===== config.mk =====
export PLATFORM = sky130hd
export DESIGN_NAME = fifo_flags
export DESIGN_NICKNAME = d
export VERILOG_FILES = /design/src/rtl/fifo_pkg.sv /design/src/rtl/fifo_ram.sv /design/src/rtl/fifo_flags.sv
export SDC_FILE = /design/constraint.sdc
export NUM_CORES = 1
export LEC_CHECK = 0
export CAP_MARGIN = 5
export CELL_PAD_IN_SITES_DETAIL_PLACEMENT = 1
export CELL_PAD_IN_SITES_GLOBAL_PLACEMENT = 2
export CORE_ASPECT_RATIO = 1.4
export CORE_MARGIN = 5
export CORE_UTILIZATION = 41
export DETAILED_ROUTE_END_ITERATION = 8
export PLACE_DENSITY_LB_ADDON = 0.1
export SKIP_CTS_REPAIR_TIMING = 1
export SLEW_MARGIN = 20
export SYNTH_ARGS = -nofsm -noshare
export SYNTH_HDL_FRONTEND = slang
export SYNTH_SLANG_ARGS = --single-unit

===== constraint.sdc =====
create_clock -name clk -period 2.78 [get_ports clk]
set_clock_uncertainty 0.2 [all_clocks]
set_input_delay 0.278 -clock clk [delete_from_list [all_inputs] [get_ports clk]]
set_output_delay 0.278 -clock clk [all_outputs]
set_load 0.03 [all_outputs]

===== src/rtl/fifo_pkg.sv =====
// Shared constants and helpers for the parametrised FIFO with watermark flags.
// Optional compile-time feature: FIFO_FWFT_EN selects first-word-fall-through reads.
package fifo_pkg;

    localparam int FIFO_WORD = 8;
    localparam int FIFO_SIZE = 16;

    // UART FIFO watermark defaults
    localparam int UART_AF_LEVEL = FIFO_SIZE - 2;
    localparam int UART_AE_LEVEL = 2;

    function automatic int clog2(input int n);
        int r;
        r = 0;
        for (int i = 0; i < 31; i++)
            if ((1 << i) < n) r = i + 1;
        return r;
    endfunction

endpackage


===== src/rtl/fifo_ram.sv =====
// Simple dual-port storage: one write port, one registered read port.
module fifo_ram
    import fifo_pkg::*;
#(
    parameter int WORD = FIFO_WORD,
    parameter int SIZE = FIFO_SIZE,
    localparam int AW  = clog2(SIZE)
)(
    input  logic            clk,
    input  logic            rst,
    input  logic            we,
    input  logic [AW-1:0]   waddr,
    input  logic [WORD-1:0] wdata,
    input  logic            re,
    input  logic [AW-1:0]   raddr,
    output logic [WORD-1:0] rdata
);

    logic [WORD-1:0] mem [SIZE];

    always_ff @(posedge clk)
        if (we) mem[waddr] <= wdata;

    // Read-before-write: a same-address write lands after the old word is captured.
    always_ff @(posedge clk)
        if (rst)     rdata <= '0;
        else if (re) rdata <= mem[raddr];

endmodule


===== src/rtl/fifo_flags.sv =====
// Synchronous FIFO with occupancy count, watermark flags, sticky error flags and flush.
// Define FIFO_FWFT_EN for first-word-fall-through reads; default is 1-cycle read latency.
module fifo_flags
    import fifo_pkg::*;
#(
    parameter int WORD     = FIFO_WORD,
    parameter int SIZE     = FIFO_SIZE,
    parameter int AF_LEVEL = SIZE - 2,
    parameter int AE_LEVEL = 2,
    localparam int AW      = clog2(SIZE),
    localparam int CW      = AW + 1
)(
    input  logic            clk,
    input  logic            rst,
    input  logic            flush,
    input  logic            clr_err,
    input  logic            wr,
    input  logic [WORD-1:0] wr_data,
    input  logic            rd,
    output logic [WORD-1:0] rd_data,
    output logic            full,
    output logic            empty,
    output logic            almost_full,
    output logic            almost_empty,
    output logic [CW-1:0]   count,
    output logic            overflow,
    output logic            underflow
);

    logic [AW-1:0]   wp, rp;
    logic            rd_ok, wr_ok;
    logic            ram_re;
    logic [AW-1:0]   ram_raddr;
    logic [WORD-1:0] ram_q;

    // Flags decode the count register only, never wr/rd.
    assign full         = (count == CW'(SIZE));
    assign empty        = (count == '0);
    assign almost_full  = (count >= CW'(AF_LEVEL));
    assign almost_empty = (count <= CW'(AE_LEVEL));

    // A write into a full FIFO is accepted when a read frees a slot the same cycle.
    assign rd_ok = rd & ~empty & ~flush;
    assign wr_ok = wr & (~full | rd_ok) & ~flush;

    always_ff @(posedge clk) begin
        if (rst || flush) begin
            wp    <= '0;
            rp    <= '0;
            count <= '0;
        end else begin
            wp    <= wp + AW'(wr_ok);
            rp    <= rp + AW'(rd_ok);
            count <= count + CW'(wr_ok) - CW'(rd_ok);
        end
    end

    // Sticky errors: a same-cycle error event beats clr_err; flush raises nothing.
    always_ff @(posedge clk) begin
        if (rst) begin
            overflow  <= 1'b0;
            underflow <= 1'b0;
        end else begin
            if (wr & ~wr_ok & ~flush) overflow <= 1'b1;
            else if (clr_err)         overflow <= 1'b0;
            if (rd & ~rd_ok & ~flush) underflow <= 1'b1;
            else if (clr_err)         underflow <= 1'b0;
        end
    end

`ifdef FIFO_FWFT_EN
    logic            byp_vld;
    logic [WORD-1:0] byp_data;

    // Head register tracks the post-pop read pointer every cycle.
    assign ram_re    = ~flush;
    assign ram_raddr = rp + AW'(rd_ok);

    // The RAM cannot return a word written this edge, so a write that becomes the
    // new head is forwarded directly.
    always_ff @(posedge clk) begin
        if (rst) begin
            byp_vld  <= 1'b0;
            byp_data <= '0;
        end else if (!flush) begin
            byp_vld <= wr_ok && (count == CW'(rd_ok));
            if (wr_ok) byp_data <= wr_data;
        end
    end

    assign rd_data = byp_vld ? byp_data : ram_q;
`else
    assign ram_re    = rd_ok;
    assign ram_raddr = rp;
    assign rd_data   = ram_q;
`endif

    fifo_ram #(
        .WORD (WORD),
        .SIZE (SIZE)
    ) u_ram (
        .clk   (clk),
        .rst   (rst),
        .we    (wr_ok & ~rst),
        .waddr (wp),
        .wdata (wr_data),
        .re    (ram_re),
        .raddr (ram_raddr),
        .rdata (ram_q)
    );

endmodule


==> results of run 1 <==
## placed cells by master (no fill, tap or decap), types with 3 or more instances in the layout
cell	synthesis	layout
dfxtp_1	23	18
dfxtp_2	0	3
mux4_2	32	32
a21oi_1	5	5
and2_1	5	5
clkinv_2	0	3
inv_4	0	3
buf_4	0	35
nand2b_1	3	3
mux2i_1	16	16
inv_1	11	6
ha_1	15	12
o221ai_1	8	8
clkbuf_16	0	18
ha_4	0	3
nor3_1	4	4
clkdlybuf4s50_1	0	32
nor2b_1	3	3
xnor2_1	5	5
nand3b_1	11	11
edfxtp_1	128	128
clkinvlp_4	0	3
nor2_1	23	23
## critical path: stages, from the launching register on
cell and delay [ps]:
dfxtp_4 370, inv_4 50, ha_4 160, nor4b_4 130, or3b_4 400, inv_4 70
ha_4 190, inv_2 50, ha_4 120, inv_2 40, fa_2 350, o21bai_1 130
a21oi_1 90, xnor2_1 160, nor2_1 50
## kinds of logic after synthesis
group / count (synthesis) / share of synthesized area [%]
flip-flops: 151 / 71.1
XOR/XNOR: 7 / 1.01
AND/OR/NAND/NOR: 62 / 5.93
AO/OA/AOI/OAI: 17 / 2.03
buffers and inverters: 26 / 1.96
multiplexers: 48 / 14.5
adder cells (fa/ha/maj): 16 / 3.43
## per-layer routing
metal,vias up,share of wire [%],global-route usage [%]
li1,1443,-,-
met5,-,0,0
met1,1620,40,18.6
met3,16,2.6,2.87
met2,57,56,29.5
met4,0,1.5,5.84
## layout make-up
class                      instances  area, sq um
timing repair buffer              68          603
tap                              189          236
clock inverter                    10         93.8
sequential                       151         4320
inverter                          11         48.8
clock buffer                      22          485
multi-input combinational        150         1690
fill                            1369         7040
## synth_stat cells (all sizes together) (7+ instances only)
master	count
clkbuf	8
nor2	23
edfxtp	128
o221ai	8
mux2i	16
mux4	32
dfxtp	23
buf	7
nand3b	11
inv	11
ha	15
## state kept, by name, indices dropped and copies added (netlist names)
signal,count
underflow,1
count,5
wp,4
overflow,1
ram_raddr,4
u_ram.rdata,8
u_ram.mem,128
## metrics by stage
stage	hold slack [ps]	TNS [ps]	setup slack, ps
after floorplan	177	-96.7	-96.7
after global placement	262	0	7.97
after detailed placement	261	-58.4	-58.4
after CTS	272	-66.5	-66.5
after global routing	303	0	13.9
final	271	0	120
## worst paths after layout
path | from | to | slack [ps] | depth (start not counted)
worst min register to register | underflow | underflow | 270 | 2
worst max-delay path | count[3] | count[4] | 120 | 14
worst max register to register | count[3] | count[4] | 120 | 14
worst min-delay path | underflow | underflow | 270 | 2
## power breakdown
part / switching [mW] / internal, mW
clock network: 0.904 / 1.34
registers: 0.0229 / 2.47
logic: 0.188 / 0.160
==> impl_results.md, run 1 <==
* Synth Net Count at 357
* Max Slew Vio Count at 0
* RePlAce Congestion at approximately 0.74
* Total CTS buffers at 17
* Post-placement cell count at 569
* # IOs at 33
* First-pass GRT wire length at 20400 um
* Worst slew pin tran at between 700 and 800 ps
* RSZ-0062 raised after global routing: false
* Final worst-path cycle share at 95.7%
* Detailed-route DRC error count at 0
* H-Tree Depth at 4
* Crit path required time at 2880 ps
* Starting Density at around two fifths
* Worst-Skew Late Latency at 420 ps
* Dominant cell type by area after synthesis: edfxtp_1
* Worst setup SP type: flop
* Antenna viol nets, final at 0
* Worst vdd ir at 0.377 mV
* Endpoints failing setup at 0
* Via count at 3136
* Ant diodes at 0
* Hold WC Path Type: flop to flop
* Area of placed instances at 6880 sq um
* Post-Synthesis Cells at around 330
* Largest net degree at the start of global routing at 35
* Power Density at ~700 nW/um^2
* TritonCTS Sinks at roughly 150
* Clk slew on worst S/H paths at 60 ps
* Core Box Area at between 10000 and 15000 sq um
* Total wire length at roughly 13000 um
* Number of flops mapped to enable cells by yosys at 128
* Clk buf depth at 2
* GRT Overall Usage at 16.1%
* Clk root buf: clkbuf_16
* Finished Cell Area at 7470 sq um
* Area growth, synth to finish at 23.4%
* Synthesized area at 6050 sq um
* CP max FO at 4
* Headroom to the max-slew limit at 51.1%
* DR iter-0 viols at ~150
* Main flop type after synthesis: edfxtp_1
* Port bufs at 32
* Mapped Avg Cell Area at about 19 sq um
* WS Path Type: flop to flop
* Largest cells by area after synthesis: edfxtp_1 63%, mux4_2 12%, dfxtp_1 7.6%
* Crit path capture type: flop
* Die height at 154 um
* FF+latch count, synth at 151
* Tot Pwr at just over 5 mW
* Std-Cell Rows at 52
* Dpl hpwl at between 8000 and 9000 um
* Die W at 113 um
* Fin. Hold Viols at 0
* Fmax at 376 MHz
* Via density at 5.22
* Post-layout min period at roughly 2700 ps
* Antenna violations before repair at 0
* Fin util at 51.5%
* CTS tree: built
* Global route overflow at 0
* Share of cells above drive strength 1 at about 29%
* Synth top area share at 63.5%
* Crit path DAT at about 2800 ps
* Die area at 17300 sq um
* Yosys Warn Count at 0
* Seq/Total Area, Yosys at 71.1%
* Final non-filler cell total at 601
* Nets at 429
* Outcome: completed
* Leak at between 2 and 2.5 nW
* WL/cell at 22.2 um
* Ys async rst share at 0%
* Yosys cell types at 33
* Vias in the first global route at roughly 3400
* DRT Pass-1 Iters at 5
* Max-cap violations at 0
Note: power is estimated with default switching activity, not from simulation.
==> run 2: changes to the inputs <==
--- a/config.mk
+++ b/config.mk
@@ -11,6 +11,7 @@
 export CORE_ASPECT_RATIO = 1.4
 export CORE_MARGIN = 5
 export CORE_UTILIZATION = 41
+export CTS_CLUSTER_SIZE = 25
 export DETAILED_ROUTE_END_ITERATION = 8
 export PLACE_DENSITY_LB_ADDON = 0.1
 export SKIP_CTS_REPAIR_TIMING = 1
==> constraint.sdc (replaced) <==
create_clock -name clk -period 2.35 [get_ports clk]
set_clock_uncertainty 0.2 [all_clocks]
set_input_delay 0.235 -clock clk [delete_from_list [all_inputs] [get_ports clk]]
set_output_delay 0.235 -clock clk [all_outputs]
set_load 0.03 [all_outputs]
==> run 2 against run 1 <==
  * Register-to-register slack got worse by 370 ps
  * Largest cell class unchanged
  * The run now ends with setup timing left
  * Worst hold slack improved by 8.1 ps
  * Fmax grew 2.4%
  * Global-route usage increased by 0.99 points
  * Non-clock buffer count grew 16
  * Highest routed layer unchanged
  * Final area up 5.4%
  * Critical endpoint unchanged
  * Die area is the same
==> impl_results.md, run 2 (same netlist as run 1, synthesis figures left out) <==
* Ant diodes at 0
* Clk buf depth at 2
* RePlAce Congestion at approximately 0.73
* CP max FO at 2
* Fill count at 1310
* Fmax at about 380 MHz
* Std-Cell Rows at 52
* Commonest non-fill, non-tap cell in the layout: edfxtp_1
* Detailed-route DRC error count at 0
* Area growth, synth to finish at 30.1%
* Setup TNS at -524 ps
* Vias in the first global route at ~3700
* Core Box Area at around 15000 sq um
* # IOs at 33
* Die height at 154 um
* Worst vdd ir at about 0.42 mV
* P_int at 4.75 mW
* Sequential power share at 48.3%
* Crit path capture type: flop
* Global route overflow at 0
* Switching share of power at 22.2%
* Max Slew Vio Count at 0
* GRT Overall Usage at 17.1%
* Antenna viol nets, final at 0
* Via density at 5.20
* Worst-Skew Late Latency at roughly 420 ps
* Failing checks: setup timing
* Headroom to the max-slew limit at 55.4%
* Via count at 3210
* Clk root buf: clkbuf_16
* Hold WC Path Type: flop to flop
* CTS tree: built
* Total wire length at 13800 um
* Port bufs at 32
* Fin util at 54.3%
* WS Path Type: flop to flop
* Top flop regs: u_ram.mem: 128 flops, u_ram.rdata: 8 flops, count: 5 flops
* Endpoints failing setup at 4
* Starting Density at 41.7%
* Clock Power Share at 44.3%
* Post-placement cell count at just under 600
* Leak at 2.62 nW
* DRT Pass-1 Iters at 4
* Final non-filler cell total at a little over 600
* Largest register FFs at roughly 130
* Nets at 445
* Worst setup SP type: flop
* Critical path's slowest cell: or3b_4
* Largest Register: u_ram.mem
* Worst hold slack at 279 ps
* Power Density at 775 nW/um^2
* Post-route setup slack at -249 ps
* Total CTS buffers at 17
* Logic pwr share at 7.4%
* Post-layout min period at 2600 ps
* Clk slew on worst S/H paths at about 60 ps
* Largest net degree at the start of global routing at 33
* Crit path DAT at ~2700 ps
* First-pass GRT wire length at ~22000 um
* Worst slew pin tran at roughly 670 ps
* Switching power at 1.36 mW
* Crit path required time at 2460 ps
* Die W at 113 um
* Final worst-path cycle share at 111%
* DR iter-0 viols at 124
* TritonCTS Sinks at 151
* CP cell instances: inv_4, ha_4, nor4b_4, or3b_4, inv_4, ha_4, inv_4, ha_4, inv_2, fa_2, o21bai_1, a21oi_1, xnor2_1, nor2_1
* Die area at 17300 sq um
* Share of cells above drive strength 1 at 35.0%
* RSZ-0062 raised after global routing: true
* Slowest Stage Delay on Critical Path at 400 ps
* Antenna violations before repair at 0
* Dpl hpwl at 9300 um
* Fin. Hold Viols at 0
* WL/cell at roughly 22 um
* Outcome: finished, violations left
* Max-cap violations at 0
* Most frequent cells in the layout: 128 x edfxtp_1, 36 x buf_4, 32 x mux4_2
* H-Tree Depth at 4
* Pre-CTS WS at -415 ps
run 2: cell types whose count changed in the layout (fill, tap and decap cells not counted), moves of 3 or more:
cell | before | now
buf_12 | 1 | 12
nor3_1 | 4 | 0
buf_6 | 0 | 4
nor2_4 | 0 | 6
dlymetal6s2s_1 | 0 | 4
clkinvlp_4 | 3 | 0
nor2_2 | 0 | 3
clkdlybuf4s50_1 | 32 | 28
nor2_1 | 23 | 14
run 2: metrics by stage:
| stage | total power [mW] | instance area (sq um) |
|---|---|---|
| CTS | 6.15 | 7750 |
| global placement | 3.44 | 7160 |
| finish | 6.11 | 7880 |
| global route | 6.34 | 7880 |
| floorplan | 3.23 | 6180 |
| detailed placement | 3.45 | 7160 |
run 2: worst max-delay path, delay by kind of cell (launching register included):
family                   cells  cell delay [ps]
AND/OR/NAND/NOR              3              570
adder cells (fa/ha/maj)      4              790
XOR/XNOR                     1              140
buffers and inverters        4              190
flip-flops                   1              360
AO/OA/AOI/OAI                2              230
run 2: power groups by stage:
stage / sequential [mW] / combinational, mW / clock, mW
floorplan: 3.04 / 0.192 / 0
global placement: 3.01 / 0.438 / 0
detailed placement: 3.01 / 0.442 / 0
CTS: 2.95 / 0.445 / 2.75
global route: 2.95 / 0.491 / 2.90
finish: 2.95 / 0.451 / 2.71
run 2: final cells by class:
type | count | area (sq um) | share of cell area (%)
multi-input combinational | 150 | 1800 | 22.8
tap | 189 | 236 | 3.00
inverter | 11 | 51.3 | 0.651
timing repair buffer | 84 | 886 | 11.2
clock buffer | 20 | 447 | 5.67
sequential | 151 | 4320 | 54.8
clock inverter | 12 | 141 | 1.80
run 2: path summary, 6_finish.rpt:
| path | slack, ps | end | startpoint | cells past startpoint |
|---|---|---|---|---|
| setup / recovery | -250 | count[4] | count[2] | 14 |
| hold / removal | 280 | underflow | underflow | 2 |
| setup reg to reg | -250 | count[4] | count[2] | 14 |
| hold reg to reg | 280 | underflow | underflow | 2 |
run 2: layer usage:
| metal | vias up | routed length [um] | global-route usage, % |
|---|---|---|---|
| met2 | 70 | 7760 | 31.2 |
| li1 | 1471 | - | - |
| met4 | 0 | 171 | 4.87 |
| met5 | - | 0 | 0 |
| met3 | 13 | 462 | 4.01 |
| met1 | 1656 | 5390 | 19.9 |
==> run 3: changes to the inputs <==
--- a/config.mk
+++ b/config.mk
@@ -13,6 +13,7 @@
 export CORE_UTILIZATION = 41
 export CTS_CLUSTER_SIZE = 25
 export DETAILED_ROUTE_END_ITERATION = 8
+export MAX_ROUTING_LAYER = met4
 export PLACE_DENSITY_LB_ADDON = 0.1
 export SKIP_CTS_REPAIR_TIMING = 1
 export SLEW_MARGIN = 20
==> run 3 against run 2 <==
  * The run still ends with setup timing left
  * Total power barely moved
  * Wire length barely moved
  * Combinational power barely moved
  * Setup slack improved by 1.7 ps
  * Sequential power barely moved
  * Non-clock buffer count did not move
  * Final cell count did not move
  * Worst hold slack barely moved
  * Clock-buffer cell count did not move
  * Largest cell class unchanged
  * Register-to-register slack barely moved
  * Core utilization did not move
==> impl_results.md, run 3 (same netlist as run 1, synthesis figures left out) <==
* Die W at ~110 um
* Endpoints failing setup at 4
* Critical path's top delay family: adder cells
* Die height at 154 um
* Ant diodes at 0
* Global route overflow at 0
* Setup TNS at -518 ps
* DR iter-0 viols at roughly 180
* Clk buf depth at 2
* Std-Cell Rows at between 50 and 60
* Area growth, synth to finish at 30.1%
* Crit path required time at 2450 ps
* Detailed-route DRC error count at 0
* Vias in the first global route at around 3700
* Power Density at approximately 770 nW/um^2
* GRT Overall Usage at 17.6%
* Tot Pwr at 6.10 mW
* First-pass GRT wire length at between 20000 and 25000 um
* Max-cap violations at 0
* Largest Register: u_ram.mem
* H-Tree Depth at 4
* Crit path DAT at 2700 ps
* Fin. Hold Viols at 0
* Worst-Skew Late Latency at about 420 ps
* Fmax at 385 MHz
* Max Slew Vio Count at 0
* Port bufs at 32
* Most frequent cells in the layout: 128 x edfxtp_1, 36 x buf_4, 32 x mux4_2
* TritonCTS Sinks at 151
* Worst setup SP type: flop
* Starting Density at between 40% and 50%
* Worst vdd ir at 0.417 mV
* Dpl hpwl at 9300 um
* Register Area at ~4300 sq um
* Core Box Area at 14500 sq um
* Share of cells above drive strength 1 at 35.0%
* Worst slew pin tran at about 670 ps
* WL/cell at 22.3 um
* Largest register FFs at 128
* Final worst-path cycle share at 111%
* Post-layout min period at 2600 ps
* Post-route setup slack at -247 ps
* Slowest Stage Delay on Critical Path at 400 ps
* Clk root buf: clkbuf_16
* Multi-input logic area at 1800 sq um
* Commonest non-fill, non-tap cell in the layout: edfxtp_1
* Die area at 17300 sq um
* Critical path's slowest cell: or3b_4
* Headroom to the max-slew limit at a little under three fifths
* Antenna viol nets, final at 0
* Total wire length at ~14000 um
* DRT Pass-1 Iters at 4
* Largest net degree at the start of global routing at 33
* Total CTS buffers at 17
* Failing checks: setup timing
* Leak at between 2 and 3 nW
* RePlAce Congestion at 0.736
* Nets at between 400 and 500
* Crit path capture type: flop
* Via count at roughly 3200
* Top flop regs: u_ram.mem: 128 flops, u_ram.rdata: 8 flops, count: 5 flops
* Antenna violations before repair at 0
* Fill count at around 1300
* Via density at approximately 5.2
* CP cell instances: inv_4, ha_4, nor4b_4, or3b_4, inv_4, ha_4, inv_4, ha_4, inv_2, fa_2, o21bai_1, a21oi_1, xnor2_1, nor2_1
* WP buf/inv at 4
* CP max FO at 2
* # IOs at 33
* RSZ-0062 raised after global routing: true
* Clk slew on worst S/H paths at approximately 60 ps
* CTS tree: built
* Hold WC Path Type: flop to flop
* Outcome: finished, violations left
* WS Path Type: flop to flop
-- run 3: cell counts in the layout (fill, tap and decap cells not counted) --
Identical to the previous run, type by type.
-- run 3: worst min-delay path, stage by stage, from the launching register on --
cell	delay (ps)
dfxtp_1	310
nand2b_1	70
a21oi_1	60
-- run 3: cell type report --
cell class / instances / share of cell area, %
tap: 189 / 3.00
multi-input combinational: 150 / 22.8
sequential: 151 / 54.8
timing repair buffer: 84 / 11.2
clock inverter: 12 / 1.80
clock buffer: 20 / 5.67
inverter: 11 / 0.651
-- run 3: final timing paths --
check,startpoint,endpoint,slack (ps),depth (start not counted)
max,count[2],count[4],-250,14
min reg2reg,underflow,underflow,280,2
max reg2reg,count[2],count[4],-250,14
min,underflow,underflow,280,2
-- run 3: metrics by stage --
stage / instance area, sq um / hold slack, ps / utilization (%) / std cells / setup slack [ps]
4_1_cts: 7750 / 288 / 53.4 / 612 / -399
6_report: 7880 / 279 / 54.3 / 617 / -247
2_1_floorplan: 6180 / 134 / - / 327 / -526
3_3_place_gp: 7160 / 261 / 49.4 / 580 / -348
3_5_place_dp: 7160 / 277 / 49.4 / 580 / -415
5_1_grt: 7880 / 302 / 54.3 / 617 / -368
-- run 3: report_power, final --
group	total [mW]	internal [mW]	switching [mW]
sequential	2.95	2.93	0.0227
clock	2.70	1.61	1.09
combinational	0.451	0.211	0.241
-- run 3: metal layers --
layer / wire [um] / global-route usage, % / part of all wire [%]
met1: 5380 / 19.8 / 39
met2: 7780 / 31.2 / 56
met3: 486 / 3.85 / 3.5
met4: 128 / 4.87 / 0.93
met5: 0 / - / 0
